`src/rtl/cnt_pkg.sv`:
```
// Shared types for the LED window counter: count modes and bounce direction.
package cnt_pkg;

  typedef enum logic [1:0] {
    UP     = 2'd0,
    DOWN   = 2'd1,
    BOUNCE = 2'd2,
    HOLD   = 2'd3
  } count_mode_t;

  typedef enum logic {
    UP_DIR   = 1'b0,
    DOWN_DIR = 1'b1
  } dir_t;

endpackage

```
`src/rtl/tick_gen.sv`:
```
// Prescaler: emits one tick every PRESCALE enabled cycles; clear restarts the count.
module tick_gen #(
  parameter int PRESCALE = 1
) (
  input  logic clk,
  input  logic rst,
  input  logic enable,
  input  logic clear,
  output logic tick
);

  localparam int PS_W = (PRESCALE > 1) ? $clog2(PRESCALE) : 1;
  localparam logic [PS_W-1:0] PS_LAST = PS_W'(PRESCALE - 1);

  logic [PS_W-1:0] ps_p0;

  always_ff @(posedge clk or negedge rst) begin
    if (!rst) begin
      ps_p0 <= '0;
    end else if (clear) begin
      ps_p0 <= '0;
    end else if (enable) begin
      ps_p0 <= (ps_p0 == PS_LAST) ? '0 : ps_p0 + 1'b1;
    end
  end

  assign tick = enable && (ps_p0 == PS_LAST);

endmodule

```
`src/rtl/cnt_window.sv`:
```
// Loadable up/down/bounce/hold counter with prescaler, wrap/saturate policy
// and a registered LED window selecting one LED_W-wide slice of the count.
module cnt_window
  import cnt_pkg::*;
#(
  parameter int N        = 16,
  parameter int LED_W    = 8,
  parameter int PRESCALE = 1,
  parameter int SATURATE = 0,
  localparam int NWIN    = N / LED_W,
  localparam int WS_W    = (NWIN > 1) ? $clog2(NWIN) : 1
) (
  input  logic             clk,
  input  logic             rst,
  input  logic             enable,
  input  logic [1:0]       mode,
  input  logic             clear,
  input  logic             load,
  input  logic [N-1:0]     load_val,
  input  logic [WS_W-1:0]  win_sel,
  output logic [N-1:0]     count,
  output logic [LED_W-1:0] led_bus,
  output logic             wrap
);

  localparam logic [N-1:0] CNT_MAX = '1;
  localparam logic [N-1:0] CNT_ONE = N'(1);

  logic             tick;
  logic [N-1:0]     cnt_p0, cnt_nxt, cnt_inc, cnt_dec;
  dir_t             dir_p0, dir_nxt;
  logic             wrap_p0, wrap_nxt;
  logic [LED_W-1:0] led_p1, led_nxt;
  count_mode_t      mode_e;

  tick_gen #(.PRESCALE(PRESCALE)) u_tick_gen (
    .clk    (clk),
    .rst    (rst),
    .enable (enable),
    .clear  (clear | load),
    .tick   (tick)
  );

  assign mode_e  = count_mode_t'(mode);
  assign cnt_inc = cnt_p0 + CNT_ONE;
  assign cnt_dec = cnt_p0 - CNT_ONE;

  always_comb begin
    cnt_nxt  = cnt_p0;
    dir_nxt  = dir_p0;
    wrap_nxt = 1'b0;
    if (clear) begin
      cnt_nxt = '0;
      dir_nxt = UP_DIR;
    end else if (load) begin
      cnt_nxt = load_val;
    end else if (tick) begin
      case (mode_e)
        UP: begin
          if (SATURATE != 0) begin
            if (cnt_p0 != CNT_MAX) begin
              cnt_nxt  = cnt_inc;
              wrap_nxt = (cnt_inc == CNT_MAX);
            end
          end else begin
            cnt_nxt  = cnt_inc;
            wrap_nxt = (cnt_p0 == CNT_MAX);
          end
        end
        DOWN: begin
          if (SATURATE != 0) begin
            if (cnt_p0 != '0) begin
              cnt_nxt  = cnt_dec;
              wrap_nxt = (cnt_dec == '0);
            end
          end else begin
            cnt_nxt  = cnt_dec;
            wrap_nxt = (cnt_p0 == '0);
          end
        end
        BOUNCE: begin
          // A load can park the count on an endpoint still heading outward;
          // step back inward rather than wrapping around.
          if ((dir_p0 == UP_DIR && cnt_p0 != CNT_MAX) || (dir_p0 == DOWN_DIR && cnt_p0 == '0)) begin
            cnt_nxt  = cnt_inc;
            wrap_nxt = (cnt_inc == CNT_MAX);
            dir_nxt  = (cnt_inc == CNT_MAX) ? DOWN_DIR : UP_DIR;
          end else begin
            cnt_nxt  = cnt_dec;
            wrap_nxt = (cnt_dec == '0);
            dir_nxt  = (cnt_dec == '0) ? UP_DIR : DOWN_DIR;
          end
        end
        HOLD: begin
          cnt_nxt = cnt_p0;
        end
      endcase
    end
  end

  always_comb begin
    led_nxt = cnt_p0[LED_W-1:0];
    for (int w = 0; w < NWIN; w++) begin
      if ({1'b0, win_sel} == (WS_W + 1)'(w)) begin
        led_nxt = cnt_p0[w*LED_W +: LED_W];
      end
    end
  end

  // Stage p0: counter state; stage p1: LED window register
  always_ff @(posedge clk or negedge rst) begin
    if (!rst) begin
      cnt_p0  <= '0;
      dir_p0  <= UP_DIR;
      wrap_p0 <= 1'b0;
      led_p1  <= '0;
    end else begin
      cnt_p0  <= cnt_nxt;
      dir_p0  <= dir_nxt;
      wrap_p0 <= wrap_nxt;
      led_p1  <= led_nxt;
    end
  end

  assign count   = cnt_p0;
  assign wrap    = wrap_p0;
  assign led_bus = led_p1;

endmodule

```
`config.mk`:
```
export PLATFORM = sky130hd
export DESIGN_NAME = cnt_window
export DESIGN_NICKNAME = d
export VERILOG_FILES = /design/src/rtl/cnt_pkg.sv /design/src/rtl/tick_gen.sv /design/src/rtl/cnt_window.sv
export SDC_FILE = /design/constraint.sdc
export NUM_CORES = 1
export LEC_CHECK = 0
export BUFFER_PORTS_ARGS = -buffer_cell sky130_fd_sc_hd__buf_2
export CAP_MARGIN = 20
export CORE_MARGIN = 2
export CORE_UTILIZATION = 55
export CTS_CLUSTER_SIZE = 20
export DETAILED_ROUTE_END_ITERATION = 7
export PLACE_DENSITY = 0.78
export RECOVER_POWER = 25
export SLEW_MARGIN = 40
export SYNTH_ARGS = -nofsm -noshare
export SYNTH_HDL_FRONTEND = slang
export SYNTH_HIERARCHICAL = 1
export SYNTH_SLANG_ARGS = --single-unit
```
`constraint.sdc`:
```
create_clock -name clk -period 2.9 [get_ports clk]
set_input_delay 0.435 -clock clk [delete_from_list [all_inputs] [get_ports clk]]
set_output_delay 0.435 -clock clk [all_outputs]
set_load 0.02 [all_outputs]
```
==> flow_summary_export.csv <==
group,metric,value,unit
yosys,ys_seq_elements,26,
yosys,synth.cell_area,2354,sq um
sta,worst_pin_slew,1.467,ns
sta,slew_headroom,0.02190,
floorplanning,core,4058,sq um
sta,finClkSkew,0.006332,ns
setup_path,startpoint_type,"register",
sta,hold_violations,0,
global_route,grt_pass1_vias,2447,
setup_path,regToRegSetupSlack,0.17,ns
power_and_ir_drop,share_seq_of_total_power,0.368,
placed_design,dpl_worst_slack,0.1052,ns
setup_path,arrival,2.94,ns
detailed_routing,wirelength,8046,microns
clocking,root_buffer,"clkbuf_8",
yosys,synth-async-reset-ratio,1.000,
detailed_routing,vias_per_cell,6.649,
floorplanning,die-area,4818,sq um
sta,final-setup-viol-count,0,
yosys,synth-main-ff-cell,"dfrtp_1",
flow_run,cap_violations,0,
global_route,grt_antenna_before_repair,0,
yosys,syn_inst,299,
detailed_routing,route.detailed.drc,0,
yosys,synthAdderAreaFrac,0.05316,
detailed_routing,drt_iter0_markers,477,
power_and_ir_drop,share_comb_of_total_power,0.359,
clocking,worst_setup_hold_path_clk_slew,0.10,ns
power_and_ir_drop,p_clk_frac,0.273,
setup_path,end_kind,"register",
floorplanning,fp.dieH,69.42,microns
sta,max_freq,366.1,MHz
global_route,grt_first_pass_wirelength,12590,microns
yosys,syn_avg_cell_area,7.871,sq um
sta,finalCritPeriodShare,0.9418,
yosys,yosysUniqueCellTypes,56,
clocking,clockBufferDepth,2,
power_and_ir_drop,p_per_area,401.2,nW/um^2
placed_design,dp_cells,401,
yosys,muxShareOfSynthArea,0.03243,
placed_design,dp_hpwl,5934,microns
power_and_ir_drop,power.internal,0.7388,mW
power_and_ir_drop,cellLeakagePower,1.322,nW
finish,drive_gt1_frac,0.2944,
clocking,clock-sinks,26,
global_route,track_usage,0.3255,
worst_hold_path,hp-class,"primary input to register",
setup_path,ff2ff_path_depth,10,
sta,layout_setup_ws,0.1686,ns
worst_hold_path,hold_depth,3,
detailed_routing,dr.pass1.iters,5,
detailed_routing,ant_nets,0,
yosys,synth-compound-area-share,0.2185,
sta,rsz0062_at_grt,"no",
global_route,grt_overflow,0,
yosys,synth-simple-area-share,0.2865,
floorplanning,die_w,69.42,microns
finish,final_net_count,395,
clocking,postCtsHoldBufs,0,
clocking,cts_tree,"yes",
yosys,ys_warn_count,6,
detailed_routing,num_vias,2726,
setup_path,crit_fanout,8,
yosys,synthXorXnorAreaFrac,0.05582,
yosys,yosysSeqAreaShare,0.2764,
placed_design,routabilityCongestion,1.038,
floorplanning,start_util,0.5800,
sta,drv_slew,0,
placed_design,io_buffers,48,
clocking,cts_htree_levels,1,
finish,finalNonFillerCells,410,
yosys,synth_edf_count,0,
floorplanning,num_io_pins,49,
finish,post-route-util,0.7117,
yosys,synth_top_family_by_area,"simple AND/OR/NAND/NOR gates",
power_and_ir_drop,switchingPower,0.4198,mW
finish,area_delta_synth_final,22.70,%
yosys,syn-num-nets,333,
global_route,grt_max_degree,27,
sta,timing.hold.ws,0.3758,ns
outcome,status,"finished, final reports clean",
floorplanning,num_rows,23,
detailed_routing,wl_per_cell,19.62,microns
power_and_ir_drop,swShare,0.3623,
finish,antennaDiodeCount,0,
clocking,cts_buffers,3,
sta,finalCriticalPeriod,2.731,ns
sta,fin_tns_setup,0,ns
setup_path,critical_path_class,"register to register",
clocking,clock_latency,0.28,ns
power_and_ir_drop,vdd.ir_drop.worst,0.2755,mV
setup_path,cp.required,3.11,ns
## kinds of logic after synthesis
logic type | Yosys count
fa+ha+maj | 10
simple gates | 125
buf+inv | 42
compound gates | 74
xor+xnor | 15
flops | 26
mux | 7
## power by group through the flow
stage	Combinational [mW]	Clock, mW	Sequential, mW
2_1_floorplan	0.225	0	0.444
3_3_place_gp	0.389	0	0.433
3_5_place_dp	0.390	0	0.434
4_1_cts	0.393	0.312	0.427
5_1_grt	0.443	0.325	0.429
6_report	0.416	0.316	0.426
## synth_stat cells (4+ instances only)
cell	count	area, sq um
a21oi_1	10	50.05
a22oi_1	6	45.04
a31oi_1	4	25.02
buf_2	10	50.05
clkbuf_1	15	56.30
dfrtp_1	26	650.6
ha_1	10	125.1
inv_1	13	48.80
mux2_2	5	56.30
nand2_1	29	108.9
nand3_1	17	85.08
nand3b_1	4	30.03
nand4_1	13	81.33
nor2_1	20	75.07
nor3_1	8	40.04
nor4_1	11	68.82
o21ai_0	15	75.07
o22ai_1	4	25.02
o31ai_1	4	30.03
or4_1	4	30.03
xnor2_1	7	61.31
xor2_1	8	70.07
## sequential cells by signal, indices dropped and copies added (netlist names)
signal and count:
wrap 1, led_bus 8, count 16, dir_p0 1
## final timing paths
check / start / to
max: count[0]$_DFFE_PN0P_ / dir_p0$_DFFE_PN0P_
min: load_val[10] / count[10]$_DFFE_PN0P_
max reg2reg: count[0]$_DFFE_PN0P_ / dir_p0$_DFFE_PN0P_
min reg2reg: dir_p0$_DFFE_PN0P_ / dir_p0$_DFFE_PN0P_
max in group asynchronous: rst / count[1]$_DFFE_PN0P_
min in group asynchronous: rst / led_bus[6]$_DFF_PN0_
## area by class of cell
cell class / instances / area, sq um
tap: 50 / 62.56
inverter: 13 / 48.80
timing repair buffer: 86 / 524.3
multi-input combinational: 231 / 1524
clock inverter: 1 / 30.03
sequential: 26 / 656.9
fill: 339 / 1170
clock buffer: 3 / 41.29
## layout by cell type (no fill, tap or decap), types with 3 or more instances in the layout
cell and n:
nand3b_1 4, xor2_1 8, nor2_1 20, or3_1 3
buf_2 47, nor3_1 8, ha_1 9, clkbuf_8 3
dfrtp_2 5, buf_4 38, nand3_1 17, xnor2_1 7
a31oi_1 4, or4_1 4, nand2_1 29, o22ai_1 4
a21oi_1 10, nor4_1 11, dfrtp_1 21, mux2_2 5
a2111oi_0 3, nor2b_1 3, a22oi_1 6, o31ai_1 4
nand4_1 13, o21ai_0 15, inv_1 13
## metrics by stage
stage | total power [mW] | cell area (sq um)
finish | 1.159 | 2888
global route | 1.197 | 2888
CTS | 1.131 | 2843
detailed placement | 0.8243 | 2771
global placement | 0.8220 | 2771
floorplan | 0.6685 | 2354
## metal layers
layer / wire length (microns) / track usage
met1: 3264 / 0.4772
met2: 3577 / 0.5000
met3: 968 / 0.03198
met4: 236 / 0.1111
met5: 0 / 0
## critical path, stage by stage (launching register included)
cell and delay [ns]:
dfrtp_2 0.45, buf_4 0.16, inv_1 0.07, ha_2 0.26, or3b_2 0.54, a2111oi_0 0.42
o22ai_1 0.14, mux2i_1 0.17, nor2_1 0.09, a211o_1 0.22, a21oi_1 0.13
## what timing repair did
item,in CTS,in global routing
setup buffers,0,5
endpoints found under the setup margin,0,3
resized for setup,0,6
Power figures use the tool's default switching activity.
